### src/rtl/full_adder_behavioral_if.sv
// Operand/result bundle for full_adder_behavioral.
// FA_OVF_EN adds the signed-overflow signals ovf/ovf_q.
interface full_adder_behavioral_if #(
  parameter int WIDTH = 1
);
  logic [WIDTH-1:0] a;
  logic [WIDTH-1:0] b;
  logic             ci;
  logic             en;
  logic [WIDTH-1:0] s;
  logic             co;
  logic [WIDTH-1:0] s_q;
  logic             co_q;
  logic             q_valid;
`ifdef FA_OVF_EN
  logic             ovf;
  logic             ovf_q;

  modport master (
    output a, b, ci, en,
    input  s, co, s_q, co_q, q_valid, ovf, ovf_q
  );

  modport slave (
    input  a, b, ci, en,
    output s, co, s_q, co_q, q_valid, ovf, ovf_q
  );
`else
  modport master (
    output a, b, ci, en,
    input  s, co, s_q, co_q, q_valid
  );

  modport slave (
    input  a, b, ci, en,
    output s, co, s_q, co_q, q_valid
  );
`endif
endinterface

### src/rtl/full_adder_behavioral.sv
// WIDTH-bit adder: combinational {co,s} plus a registered copy.
// FA_OVF_EN adds signed overflow (ovf) and its registered copy.
module full_adder_behavioral #(
  parameter int WIDTH = 1
) (
  input logic                     clk,
  input logic                     rst,
  full_adder_behavioral_if.slave  bus
);

  logic [WIDTH:0] sum;
  logic           c_msb;

  // Zero-extended add keeps the carry-out in the top bit
  always_comb begin
    sum = {1'b0, bus.a} + {1'b0, bus.b}
        + {{WIDTH{1'b0}}, bus.ci};
  end

  // Carry into the MSB recovered from the MSB sum bit
  assign c_msb = bus.a[WIDTH-1] ^ bus.b[WIDTH-1]
               ^ sum[WIDTH-1];

  assign bus.s  = sum[WIDTH-1:0];
  assign bus.co = sum[WIDTH];

`ifdef FA_OVF_EN
  assign bus.ovf = sum[WIDTH] ^ c_msb;

  // Capture result on en; rst clears and wins over en
  always_ff @(posedge clk) begin
    if (rst) begin
      bus.s_q     <= '0;
      bus.co_q    <= 1'b0;
      bus.ovf_q   <= 1'b0;
      bus.q_valid <= 1'b0;
    end else if (bus.en) begin
      bus.s_q     <= sum[WIDTH-1:0];
      bus.co_q    <= sum[WIDTH];
      bus.ovf_q   <= sum[WIDTH] ^ c_msb;
      bus.q_valid <= 1'b1;
    end
  end
`else
  logic unused_c_msb;
  assign unused_c_msb = c_msb;

  // Capture result on en; rst clears and wins over en
  always_ff @(posedge clk) begin
    if (rst) begin
      bus.s_q     <= '0;
      bus.co_q    <= 1'b0;
      bus.q_valid <= 1'b0;
    end else if (bus.en) begin
      bus.s_q     <= sum[WIDTH-1:0];
      bus.co_q    <= sum[WIDTH];
      bus.q_valid <= 1'b1;
    end
  end
`endif

endmodule

### src/flat_wrapper.sv
// flat-port wrapper written by rule: the top's interface ports become plain ports
module full_adder_behavioral_flat 
#(
  parameter int WIDTH = 1
)
  (clk, rst, bus_a, bus_b, bus_ci, bus_en, bus_s, bus_co, bus_s_q, bus_co_q, bus_q_valid);
  full_adder_behavioral_if #(.WIDTH(WIDTH)) bus_i ();
  input logic clk;
  input logic rst;
  input wire logic [$bits(bus_i.a)-1:0] bus_a;
  input wire logic [$bits(bus_i.b)-1:0] bus_b;
  input wire logic [$bits(bus_i.ci)-1:0] bus_ci;
  input wire logic [$bits(bus_i.en)-1:0] bus_en;
  output wire logic [$bits(bus_i.s)-1:0] bus_s;
  output wire logic [$bits(bus_i.co)-1:0] bus_co;
  output wire logic [$bits(bus_i.s_q)-1:0] bus_s_q;
  output wire logic [$bits(bus_i.co_q)-1:0] bus_co_q;
  output wire logic [$bits(bus_i.q_valid)-1:0] bus_q_valid;
  assign bus_i.a = bus_a;
  assign bus_i.b = bus_b;
  assign bus_i.ci = bus_ci;
  assign bus_i.en = bus_en;
  assign bus_s = bus_i.s;
  assign bus_co = bus_i.co;
  assign bus_s_q = bus_i.s_q;
  assign bus_co_q = bus_i.co_q;
  assign bus_q_valid = bus_i.q_valid;
  full_adder_behavioral #(.WIDTH(WIDTH)) u_core (.clk(clk), .rst(rst), .bus(bus_i));
endmodule
### config.mk
export PLATFORM = sky130hd
export DESIGN_NAME = full_adder_behavioral_flat
export DESIGN_NICKNAME = d
export VERILOG_FILES = /design/src/rtl/full_adder_behavioral_if.sv /design/src/rtl/full_adder_behavioral.sv /design/src/flat_wrapper.sv
export SDC_FILE = /design/constraint.sdc
export NUM_CORES = 1
export LEC_CHECK = 0
export CAP_MARGIN = 0
export CELL_PAD_IN_SITES_DETAIL_PLACEMENT = 1
export CELL_PAD_IN_SITES_GLOBAL_PLACEMENT = 1
export CORE_AREA = 2 2 39 41
export CTS_CLUSTER_DIAMETER = 200
export DETAILED_ROUTE_END_ITERATION = 10
export DIE_AREA = 0 0 41 43
export MAX_ROUTING_LAYER = met4
export PLACE_DENSITY_LB_ADDON = 0.08
export SYNTH_ARGS = -nofsm -noshare
export SYNTH_HDL_FRONTEND = slang
export SYNTH_SLANG_ARGS = --single-unit
### constraint.sdc
create_clock -name clk -period 1.05 [get_ports clk]
set_input_delay 0.21 -clock clk [delete_from_list [all_inputs] [get_ports clk]]
set_output_delay 0.21 -clock clk [all_outputs]
set_load 0.01 [all_outputs]
==> Flow_metrics.wiki, run 1 <==
{| class="wikitable"
! Metric !! Value
|-
| Post-place instance area || 257.7 sq um
|-
| Slew Limit Headroom || 0.8735
|-
| Later-pin clock latency in the skew report || 0.24 ns
|-
| Post-detailed-route DRC marker count || 0
|-
| Terminating pin of the worst hold path || u_core.bus.q_valid$_SDFFE_PP0P_
|-
| # setup viols final || 1
|-
| Via density || 3.116
|-
| Total Wirelength || 379 um
|-
| Chip height || 43 um
|-
| Syn-to-layout area delta || 143.5%
|-
| Worst setup slack for register-to-register paths || 0.46 ns
|-
| Number of hold violations in the final report || 0
|-
| Remaining antenna violation count after routing || 0
|-
| Final instance area || 280.3 sq um
|-
| Warning count from the yosys run || 0
|-
| Number of setup buffers added after CTS || 0
|-
| Count of nets after finishing || 35
|-
| Post-detailed-placement half-perimeter wirelength || 307.2 um
|-
| Gate count after technology mapping || 10
|-
| Cell depth of the worst min-delay path || 2
|-
| CTS Root Buffer Type || sky130_fd_sc_hd__clkbuf_4
|-
| WP data arrival || 0.98 ns
|-
| Leakage power of the design || 0.1278 nW
|-
| Source of the worst register-to-register timing path || u_core.bus.s_q$_SDFFE_PP0P_
|-
| Transition at the pin with the smallest max-transition slack || 0.1892 ns
|-
| Overall die area || 1763 sq um
|-
| I/O pin cnt || 11
|-
| Syn nets || 17
|-
| Crit path capture type || output port
|-
| Share of cells above drive strength 1 || 0.4444
|-
| Synth unique cells || 4
|-
| Seq/Total Area, Yosys || 0.5217
|-
| Fill cell total of the finished layout || 169
|-
| Achievable frequency || 0.8432 GHz
|-
| Final critical path time including I/O delays and setup || 1.186 ns
|-
| Setup slack of the critical path after layout || -0.1359 ns
|-
| Total clock sinks || 3
|-
| Core area || 1384 sq um
|-
| Max clock buf depth || 2
|-
| RSZ-0062 raised after global routing || true
|-
| Cell area after synthesis || 115.1 sq um
|-
| Outcome || finished, violations left
|-
| Number of antenna diodes || 0
|-
| Worst setup path category || input pin to output port
|-
| Required time reported for the critical path endpoint || 0.84 ns
|-
| First-pass DRT Iterations || 2
|-
| Row count || 14
|-
| DIE WIDTH || 41 um
|-
| End of the worst register-to-register path || u_core.bus.s_q$_SDFFE_PP0P_
|-
| Clock transition at the registers of the reported paths || 0.04 ns
|-
| Pin count of the biggest net entering global routing || 4
|-
| Violations in the final reports || setup timing
|-
| Cts bufs inserted || 3
|-
| Wire length per cell after detailed routing || 8.814 um
|-
| TritonCTS clock tree || yes
|-
| Post-placement setup slack || -0.9106 ns
|-
| Number of global-route vias before repair || 148
|-
| Initial standard-cell utilization of the core || 0.08318
|-
| Clock Skews || 0 ns
|-
| Iteration-0 DRC count of the detailed router || 1
|-
| Worst VDD drop || 0.6747 mV
|-
| Buffers on Ports || 10
|-
| Fin crit share || 1.129
|-
| Nature of the critical path startpoint || input pin
|-
| Avg Inst Size Synth || 11.51 sq um
|-
| Number of antenna violations at the first check in global routing || 0
|-
| Flip-flop and latch count after synthesis || 3
|-
| Combined global-route utilization of all metal layers || 0.05767
|-
| Final Max Slew Viols || 0
|-
| Type of the worst min-delay path || register to register
|-
| Register-to-Register Path Depth || 2
|-
| Maximum fanout along the worst path || 2
|-
| Max_cap viols || 0
|-
| Depth of the CTS H-tree || 1
|-
| P per Cell Area || 1553 nW/um^2
|-
| Weighted congestion reported at the end of routability-driven placement || 0.5305
|-
| Via count || 134
|-
| Hold wc startpoint || u_core.bus.q_valid$_SDFFE_PP0P_
|-
| GRT Residual Overflow || 0
|-
| Global-route wire length before repair || 538 um
|}
==> placed cells by master, fill, tap and decap left out <==
cell type and n:
sky130_fd_sc_hd__nor2_1 4, sky130_fd_sc_hd__clkbuf_4 3, sky130_fd_sc_hd__buf_6 3, sky130_fd_sc_hd__clkdlybuf4s15_1 3
sky130_fd_sc_hd__buf_4 3, sky130_fd_sc_hd__dfxtp_1 3, sky130_fd_sc_hd__mux2i_1 2, sky130_fd_sc_hd__buf_2 2
sky130_fd_sc_hd__clkdlybuf4s50_1 2, sky130_fd_sc_hd__fa_2 1, sky130_fd_sc_hd__clkbuf_1 1
==> how the worst max path moves through the flow <==
stage	startpoint	endpoint	slack [ns]	cells past startpoint
after floorplan	bus_ci	u_core.bus.s_q$_SDFFE_PP0P_	0.007	3
after global placement	bus_ci	bus_s	-0.90	3
after detailed placement	bus_ci	bus_s	-0.91	3
after CTS	bus_a	bus_s	-0.14	3
after global routing	bus_a	bus_s	-0.15	3
final	bus_a	bus_s	-0.14	3
==> synth_stat cells (all sizes together) <==
cell type  count  share of area
dfxtp          3           0.52
fa             1           0.17
mux2i          2           0.17
nor2           4           0.13
==> kinds of logic (layout without fill, tap and decap cells) <==
family | after synthesis | in the layout | synth area share
adder cells (fa/ha/maj) | 1 | 1 | 0.1739
multiplexers | 2 | 2 | 0.1739
AND/OR/NAND/NOR | 4 | 4 | 0.1304
flip-flops | 3 | 3 | 0.5218
buffers and inverters | 0 | 17 | 0
==> critical path: stages <==
cell,delay [ns]
sky130_fd_sc_hd__buf_6,0.09
sky130_fd_sc_hd__fa_2,0.57
sky130_fd_sc_hd__buf_6,0.10
==> metrics by stage <==
| stage | TNS (ns) | cells | hold WS, ns | power [mW] | utilization |
|---|---|---|---|---|---|
| final | -0.1359 | 43 | 0.4691 | 0.4353 | 0.2025 |
| after CTS | -0.1391 | 43 | 0.4727 | 0.4517 | 0.1998 |
| after floorplan | 0 | 10 | 0.2824 | 0.1594 | - |
| after global routing | -0.1561 | 43 | 0.5218 | 0.4695 | 0.2025 |
| after detailed placement | -2.823 | 39 | 0.4680 | 0.2357 | 0.1863 |
| after global placement | -2.732 | 39 | 0.4558 | 0.2345 | 0.1863 |
==> layout make-up <==
class,instances,area (sq um),share of cell area
Clock buffer,4,26.28,0.09375
Multi-Input combinational cell,7,57.56,0.2054
Sequential cell,3,60.06,0.2143
Tap cell,16,20.02,0.07143
Timing Repair Buffer,13,116.4,0.4152
==> state kept, by name, summed over array words and instances (netlist names) <==
register / count
u_core.bus.q_valid: 1
u_core.bus.s_q: 1
u_core.bus.co_q: 1
==> timing repair <==
item | in CTS | in global routing
gates resized for setup | 27 | 3
endpoints found under the setup margin | 7 | 5
pin swaps | 1 | 0
hold buffers | 0 | 0
==> metal layers <==
| layer | wire length [um] | vias up | GRT usage |
|---|---|---|---|
| li1 | - | 66 | - |
| met1 | 148 | 61 | 0.04194 |
| met2 | 179 | 7 | 0.07813 |
| met3 | 51 | 0 | 0.07853 |
| met4 | 0 | 0 | 0.02000 |
| met5 | 0 | - | - |
==> report_power, final <==
part / internal (mW) / total [mW] / switching, mW
Sequential: 0.124 / 0.128 / 0.00418
Clock: 0.143 / 0.207 / 0.0641
Combinational: 0.0641 / 0.101 / 0.0366
No activity file was read; power rests on OpenSTA's default activity.
==> run 2: changes to the inputs <==
==> constraint.sdc (replaced) <==
create_clock -name clk -period 1.09 [get_ports clk]
set_input_delay 0.218 -clock clk [delete_from_list [all_inputs] [get_ports clk]]
set_output_delay 0.218 -clock clk [all_outputs]
set_load 0.01 [all_outputs]
==> run 2 against run 1 <==
  * The run still ends with setup timing left
  * Combinational power decreased by 6%
  * Wire length increased by 0.26%
  * Cell area decreased by 1.3%
  * Total power decreased by 4.4%
  * Worst setup slack improved by 0.024 ns
  * Clock power decreased by 4%
  * Hold slack got worse by 0.0061 ns
  * Sequential cell count unchanged
  * Sequential share of layout area increased by 0.29 points
  * Global-route usage increased by 0.097 points
  * Critical path type unchanged
  * Largest cell class unchanged
==> Flow_metrics.wiki, run 2 (synthesized netlist as in run 1, its figures left out) <==
{| class="wikitable"
! Metric !! Value
|-
| Overall die area || 1763 sq um
|-
| Post-placement setup slack || -0.8762 ns
|-
| Achievable frequency || 0.8320 GHz
|-
| Maximum fanout along the worst path || 2
|-
| Type of the worst min-delay path || register to register
|-
| Buffers on Ports || 10
|-
| Final critical path time including I/O delays and setup || 1.202 ns
|-
| First-pass DRT Iterations || 2
|-
| Post-place instance area || 257.7 sq um
|-
| Leakage power of the design || 0.1348 nW
|-
| Post-detailed-route DRC marker count || 0
|-
| CTS Root Buffer Type || sky130_fd_sc_hd__clkbuf_4
|-
| Number of setup buffers added after CTS || 0
|-
| Global-route wire length before repair || 538 um
|-
| Count of nets after finishing || 35
|-
| Iteration-0 DRC count of the detailed router || 3
|-
| Clock Skews || 0 ns
|-
| Number of antenna diodes || 0
|-
| Depth of the CTS H-tree || 1
|-
| Number of hold violations in the final report || 0
|-
| Combined global-route utilization of all metal layers || 0.05864
|-
| DIE WIDTH || 41 um
|-
| Row count || 14
|-
| Wire length per cell after detailed routing || 8.837 um
|-
| Violations in the final reports || setup timing
|-
| Clock transition at the registers of the reported paths || 0.04 ns
|-
| P per Cell Area || 1505 nW/um^2
|-
| Required time reported for the critical path endpoint || 0.87 ns
|-
| Via count || 136
|-
| Most common library cell in the layout ignoring fill and taps || sky130_fd_sc_hd__nor2_1
|-
| Setup slack of the critical path after layout || -0.1120 ns
|-
| Quantity of hold-fixing buffers added after cts || 0
|-
| Total Wirelength || 380 um
|-
| GRT Residual Overflow || 0
|-
| Combined area of the multi-input logic cells || 57.56 sq um
|-
| Final Power || 416.3 uW
|-
| Remaining antenna violation count after routing || 0
|-
| Crit path capture type || output port
|-
| Slew Limit Headroom || 0.8835
|-
| Largest registers || u_core.bus.co_q: 1 flops, u_core.bus.q_valid: 1 flops, u_core.bus.s_q: 1 flops
|-
| Outcome || finished, violations left
|-
| Worst slack on hold paths || 0.4630 ns
|-
| Nature of the critical path startpoint || input pin
|-
| Max clock buf depth || 2
|-
| I/O pin cnt || 11
|-
| Register area || 60.06 sq um
|-
| Final core area utilization || 0.1998
|-
| # setup viols final || 1
|-
| Total clock sinks || 3
|-
| Worst VDD drop || 0.4964 mV
|-
| RSZ-0062 raised after global routing || true
|-
| Weighted congestion reported at the end of routability-driven placement || 0.5301
|-
| Fin crit share || 1.103
|-
| Chip height || 43 um
|-
| Via density || 3.163
|-
| Syn-to-layout area delta || 140.2%
|-
| TritonCTS clock tree || yes
|-
| Final instance area || 276.5 sq um
|-
| Initial standard-cell utilization of the core || 0.08318
|-
| Later-pin clock latency in the skew report || 0.24 ns
|-
| Final Max Slew Viols || 0
|-
| Cts bufs inserted || 3
|-
| Fill cell total of the finished layout || 170
|-
| Post-detailed-placement half-perimeter wirelength || 321.6 um
|-
| Worst setup path category || input pin to output port
|-
| Pin count of the biggest net entering global routing || 4
|-
| Transition at the pin with the smallest max-transition slack || 0.1741 ns
|-
| Max_cap viols || 0
|-
| Number of antenna violations at the first check in global routing || 0
|-
| WP data arrival || 0.98 ns
|-
| Share of cells above drive strength 1 || 0.4444
|-
| Core area || 1384 sq um
|-
| Number of global-route vias before repair || 139
|}
## run 2: cell count changes in the layout (fill, tap and decap cells not counted)
| cell | before | now |
|---|---|---|
| sky130_fd_sc_hd__dlygate4sd2_1 | 0 | 3 |
| sky130_fd_sc_hd__clkdlybuf4s15_1 | 3 | 0 |
## run 2: metal layers
layer  routed length (um)  share of wire  global-route usage  vias to the layer above
met4                    0              0             0.04000                        0
met2                  203           0.53             0.07188                        7
met3                   60           0.16             0.08377                        0
met5                    0              0                   -                        -
met1                  115           0.30             0.03859                       63
li1                     -              -                   -                       66
## run 2: final timing paths
path	startpoint	end	slack [ns]	cells past startpoint
setup / recovery	bus_a	bus_s	-0.11	3
hold / removal	u_core.bus.q_valid$_SDFFE_PP0P_	u_core.bus.q_valid$_SDFFE_PP0P_	0.46	2
setup reg to reg	u_core.bus.s_q$_SDFFE_PP0P_	u_core.bus.s_q$_SDFFE_PP0P_	0.50	2
hold reg to reg	u_core.bus.q_valid$_SDFFE_PP0P_	u_core.bus.q_valid$_SDFFE_PP0P_	0.46	2
## run 2: area by class of cell
cell class	instances	area share
tap	16	0.07240
clock buffer	4	0.09502
multi-input combinational	7	0.2081
sequential	3	0.2172
timing repair buffer	13	0.4072
## run 2: where the power goes
part           total (mW)  internal, mW  leakage, nW  switching (mW)
Sequential          0.122         0.119       0.0249         0.00342
Clock               0.199         0.137       0.0150          0.0612
Combinational      0.0952        0.0600       0.0949          0.0352
Total               0.416         0.316        0.135          0.0998
## run 2: worst max-delay path, cell delays in order
cell,delay (ns)
sky130_fd_sc_hd__buf_6,0.09
sky130_fd_sc_hd__fa_2,0.57
sky130_fd_sc_hd__buf_6,0.10
## run 2: through the flow
stage / instances / setup TNS [ns]
after floorplan: 10 / 0
after global placement: 39 / -2.577
after detailed placement: 39 / -2.615
after CTS: 43 / -0.1150
after global routing: 43 / -0.1303
final: 43 / -0.1120
## run 2: repair_timing
item / in CTS / in global routing
hold endpoints to repair: 0 / 0
gates resized for setup: 27 / 0
setup endpoints to repair: 7 / 1
pin swaps: 1 / 0
